===== config.mk =====
export PLATFORM = sky130hd
export DESIGN_NAME = sa_input_skewer
export DESIGN_NICKNAME = d
export VERILOG_FILES = /design/src/rtl/sa_input_skewer.sv
export SDC_FILE = /design/constraint.sdc
export NUM_CORES = 1
export LEC_CHECK = 0
export ABC_AREA = 0
export BUFFER_PORTS_ARGS = -buffer_cell sky130_fd_sc_hd__clkbuf_2
export CORE_MARGIN = 3
export CORE_UTILIZATION = 53
export CTS_CLUSTER_DIAMETER = 200
export CTS_CLUSTER_SIZE = 14
export DETAILED_ROUTE_END_ITERATION = 7
export GPL_TIMING_DRIVEN = 0
export PLACE_DENSITY = 0.76
export REMOVE_ABC_BUFFERS = 1
export SETUP_SLACK_MARGIN = 0.4
export SLEW_MARGIN = 20
export SYNTH_ARGS = -nofsm -noshare
export SYNTH_HDL_FRONTEND = slang
export SYNTH_SLANG_ARGS = --single-unit

===== constraint.sdc =====
create_clock -name clk -period 1.55 [get_ports clk]
set_clock_uncertainty 0.2 [all_clocks]
set_input_delay 0.2325 -clock clk [delete_from_list [all_inputs] [get_ports clk]]
set_output_delay 0.2325 -clock clk [all_outputs]
set_load 0.05 [all_outputs]

===== src/rtl/sa_input_skewer.sv =====
`timescale 1ns/1ps
// sa_input_skewer: per-lane delay chains that turn row-aligned vectors into the
// diagonal wavefront SA_CORE consumes, then zero-flush the tail and pulse done.
module sa_input_skewer #(
    parameter int ROWS = 8,
    parameter int DW   = 8
) (
    input  logic               clk,
    input  logic               rstn,
    input  logic               in_valid,
    output logic               in_ready,
    input  logic [ROWS*DW-1:0] in_a,
    input  logic [ROWS*DW-1:0] in_w,
    input  logic               in_last,
    output logic [ROWS*DW-1:0] core_a,
    output logic [ROWS*DW-1:0] core_w,
    output logic               core_valid,
    output logic               done
);

    typedef enum logic {
        RUN   = 1'b0,
        FLUSH = 1'b1
    } state_t;

    // The flush counter only has to reach ROWS-2, the index of the final zero advance.
    localparam int            CW       = (ROWS > 2) ? $clog2(ROWS - 1) : 1;
    localparam logic [CW-1:0] CNT_LAST = CW'((ROWS > 1) ? ROWS - 2 : 0);

    state_t        state;
    logic [CW-1:0] cnt;
    logic          take;
    logic          adv;
    logic          flush_end;

    assign in_ready  = (state == RUN);
    assign take      = in_ready & in_valid;
    assign adv       = take | (state == FLUSH);
    assign flush_end = (state == FLUSH) && (cnt == CNT_LAST);

    // NOTE: all sequential state uses non-blocking assignments so every register
    // samples pre-edge values; blocking here would let the shift chains collapse.
    always_ff @(posedge clk or negedge rstn) begin
        if (!rstn) begin
            state      <= RUN;
            cnt        <= '0;
            core_valid <= 1'b0;
            done       <= 1'b0;
        end else begin
            core_valid <= adv;
            done       <= 1'b0;
            case (state)
                RUN: begin
                    if (take && in_last) begin
                        if (ROWS > 1) begin
                            state <= FLUSH;
                            cnt   <= '0;
                        end else begin
                            done <= 1'b1;
                        end
                    end
                end
                FLUSH: begin
                    cnt <= cnt + CW'(1);
                    if (flush_end) begin
                        state <= RUN;
                        done  <= 1'b1;
                    end
                end
                default: state <= RUN;
            endcase
        end
    end

    // Lane r is a chain of r+1 registers; its last stage drives the output lane.
    for (genvar r = 0; r < ROWS; r++) begin : g_lane
        logic [DW-1:0] a_sr [r+1];
        logic [DW-1:0] w_sr [r+1];

        // NOTE: the chains are reset, unlike a plain storage array, because their
        // last stages are the module outputs and a reset must drop partial wavefronts.
        always_ff @(posedge clk or negedge rstn) begin
            if (!rstn) begin
                for (int i = 0; i <= r; i++) begin
                    a_sr[i] <= '0;
                    w_sr[i] <= '0;
                end
            end else if (adv) begin
                a_sr[0] <= (state == FLUSH) ? '0 : in_a[r*DW +: DW];
                w_sr[0] <= (state == FLUSH) ? '0 : in_w[r*DW +: DW];
                for (int i = 1; i <= r; i++) begin
                    a_sr[i] <= a_sr[i-1];
                    w_sr[i] <= w_sr[i-1];
                end
            end
        end

        assign core_a[r*DW +: DW] = a_sr[r];
        assign core_w[r*DW +: DW] = w_sr[r];
    end

endmodule


==> flow_metrics.env <==
export IMPL_status="finished, violations left"
export IMPL_violations="negative hold slack, negative setup slack"
export IMPL_rsz0062_at_grt="yes"
export IMPL_drt_iter0_drc=994
export IMPL_stdcell_count=2568
export IMPL_finalSetupViolations=651
export IMPL_die_w_um=214.9
export IMPL_die_h_um=214.9
export IMPL_start_kind="flop"
export IMPL_cp_slowest_stage_delay_ns=0.51
export IMPL_io_buffers=262
export IMPL_cts_tree="yes"
export IMPL_slew_headroom_pct=67.04
export IMPL_fin_crit_sh_pct=143.8
export IMPL_cp_num_buf_inv=7
export IMPL_antenna_found_initial=3
export IMPL_clock_fmax_mhz=448.5
export IMPL_path_depth=9
export IMPL_clock_tree_buffer_depth=3
export IMPL_tightest_slew_ns=0.4944
export IMPL_via_per_inst=5.564
export IMPL_path_clk_slew_ns=0.07
export IMPL_period_needed_ns=2.230
export IMPL_drtAntennaViolNets=0
export IMPL_remaining_drc_errors=0
export IMPL_netlist_instances=1494
export IMPL_maxCapViolCount=0
export IMPL_power_density_mw_per_mm2=1901
export IMPL_start_util_pct=54.38
export IMPL_critPathSlowestCell="dfrtp_4"
export IMPL_crit_type="flop to flop"
export IMPL_fillers=2079
export IMPL_p_leak_nw=16.58
export IMPL_crit_chain="buf_16, buf_16, nor2_8, buf_12, buf_12, buf_16, buf_12, clkbuf_16, mux2_4"
export IMPL_whs_ns=-0.7080
export IMPL_reg2reg_from="state"
export IMPL_ys_types=22
export IMPL_slew_violations=0
export IMPL_wire_per_inst_um=26.89
export IMPL_startpoint="state"
export IMPL_root_buffer="clkbuf_16"
export IMPL_core_area_mm2=0.04251
export IMPL_cp_end_kind="flop"
export IMPL_layout_nets=2119
export IMPL_max_vdd_ir_drop_uv=1336
export IMPL_dp_cells=2163
export IMPL_hp_class="input pin to async pin"
export IMPL_cts_sinks=582
export IMPL_wl_um=69050
export IMPL_vias=14290
export IMPL_required_ns=1.81
export IMPL_cts_htree_levels=2
export IMPL_syn_area_per_cell_um2=15.47
export IMPL_cts_buffers=47
export IMPL_worst_slack_ns=-0.6796
export IMPL_crit_fanout=6
export IMPL_syn_area_mm2=0.02312
export IMPL_reg2reg_depth=9
export IMPL_final_cell_mix="581 x dfrtp_1, 384 x mux2_4, 149 x buf_6"
export IMPL_ys_seq_elements=582
export IMPL_dp_hpwl_um=24540
export IMPL_grt_pass1_wl_um=82500
export IMPL_yosys_warnings=0
export IMPL_synth_seq_area_share_pct=63.00
export IMPL_critical_path_arrival_ns=2.48
export IMPL_grt_pass1_vias=14590
export IMPL_place_congestion=0.7188
export IMPL_cp_top_family="buffers and inverters"
export IMPL_drt_first_pass_iters=7
export IMPL_final_layout_size_suffix_gt1_share_pct=52.31
export IMPL_hold_viol=250
export IMPL_cts_hold_buffers=129
export IMPL_dieArea_mm2=0.04616
export IMPL_final_common_cell="dfrtp_1"
export IMPL_post_place_ws_ns=-2.041
export IMPL_clk_latency_ns=0.59
export IMPL_grt_max_degree=99
export IMPL_syn_to_final_growth_pct=42.27
export IMPL_core_rowCount=75
export IMPL_gr_total_overflow=0
export IMPL_setup_tns_ns=-256.52
export IMPL_gr_usage_all_layers_pct=22.49
export IMPL_num_io_pins=263
-- cells by family (layout without fill, tap and decap cells) --
logic type / count (synthesis) / after routing / share of synthesized area [%]
buffers and inverters: 194 / 688 / 6.538
multiplexers: 577 / 577 / 27.88
flip-flops: 582 / 582 / 63.00
AND/OR/NAND/NOR: 133 / 133 / 2.262
adder cells (fa/ha/maj): 2 / 2 / 0.1082
XOR/XNOR: 1 / 1 / 0.03789
other: 0 / 3 / 0
AO/OA/AOI/OAI: 5 / 5 / 0.1732
-- cell type report --
class	instances	area, um^2	share of cell area [%]
sequential	582	14570	44.29
multi-input combinational	718	8481	25.78
timing repair buffer	631	7805	23.73
clock buffer	49	1205	3.663
tap	577	721.9	2.195
timing repair inverter	2	36.28	0.1103
clock inverter	3	33.78	0.1027
inverter	3	32.53	0.09891
antenna	3	7.507	0.02282
-- path summary, 6_finish.rpt --
path / end / slack (ns)
setup / recovery: g_lane[6].a_sr[27] / -0.68
hold / removal: g_lane[0].w_sr[0] / -0.71
setup reg to reg: g_lane[6].a_sr[27] / -0.68
hold reg to reg: g_lane[4].a_sr[14] / 0.30
max in group asynchronous: core_w[25] / 0.55
min in group clk: g_lane[1].w_sr[13] / 0.08
-- cells in the mapped netlist, drive strengths merged --
| master | instances | area share [%] |
|---|---|---|
| a31o | 1 | 0.038 |
| mux2 | 449 | 22 |
| dfrtp | 582 | 63 |
| a21bo | 1 | 0.043 |
| a21boi | 1 | 0.032 |
| nor2 | 129 | 2.2 |
| mux2i | 128 | 5.5 |
| clkbuf | 14 | 0.23 |
| nor2b | 2 | 0.054 |
| xor2 | 1 | 0.038 |
| inv | 3 | 0.049 |
| a22o | 1 | 0.038 |
| ha | 2 | 0.11 |
| nand2 | 1 | 0.016 |
| o21ai | 1 | 0.022 |
| buf | 177 | 6.3 |
| and3 | 1 | 0.027 |
-- state kept, by name (all words and copies together), names as in the netlist --
name         cells
state            1
core_a          56
cnt              3
g_lane.w_sr    232
core_w          56
done             1
core_valid       1
g_lane.a_sr    232
-- what timing repair did --
action                     CTS  global route
gates cloned                42            47
pin swaps                    1             0
hold endpoints to repair   240           156
setup endpoints to repair  948           948
setup buffers               36            96
resized for setup          205           842
-- metrics by stage --
stage	util [%]	hold slack, ns	cell area [um^2]	power, W
after detailed placement	56.89	0.003179	24180	0.03787
after global routing	77.37	-0.7015	32890	0.06462
final	77.37	-0.7080	32890	0.06253
after floorplan	-	-0.2631	21620	0.03180
after CTS	68.35	-0.6307	29060	0.05356
after global placement	55.64	0.2777	23650	0.02706
-- power by group --
group | leakage (nW) | internal (W) | switching, W
sequential | 7.83 | 0.0202 | 0.00361
combinational | 8.14 | 0.0151 | 0.0127
clock | 0.608 | 0.00550 | 0.00545
-- metal layers --
layer / vias to the layer above / global-route usage (%) / share of wire, %
li1: 5995 / - / -
met1: 7627 / 28.92 / 40
met2: 507 / 38.13 / 51
met3: 159 / 4.831 / 5.5
met4: 0 / 7.762 / 3.4
met5: - / 0 / 0
(Power assumes the default switching activity.)
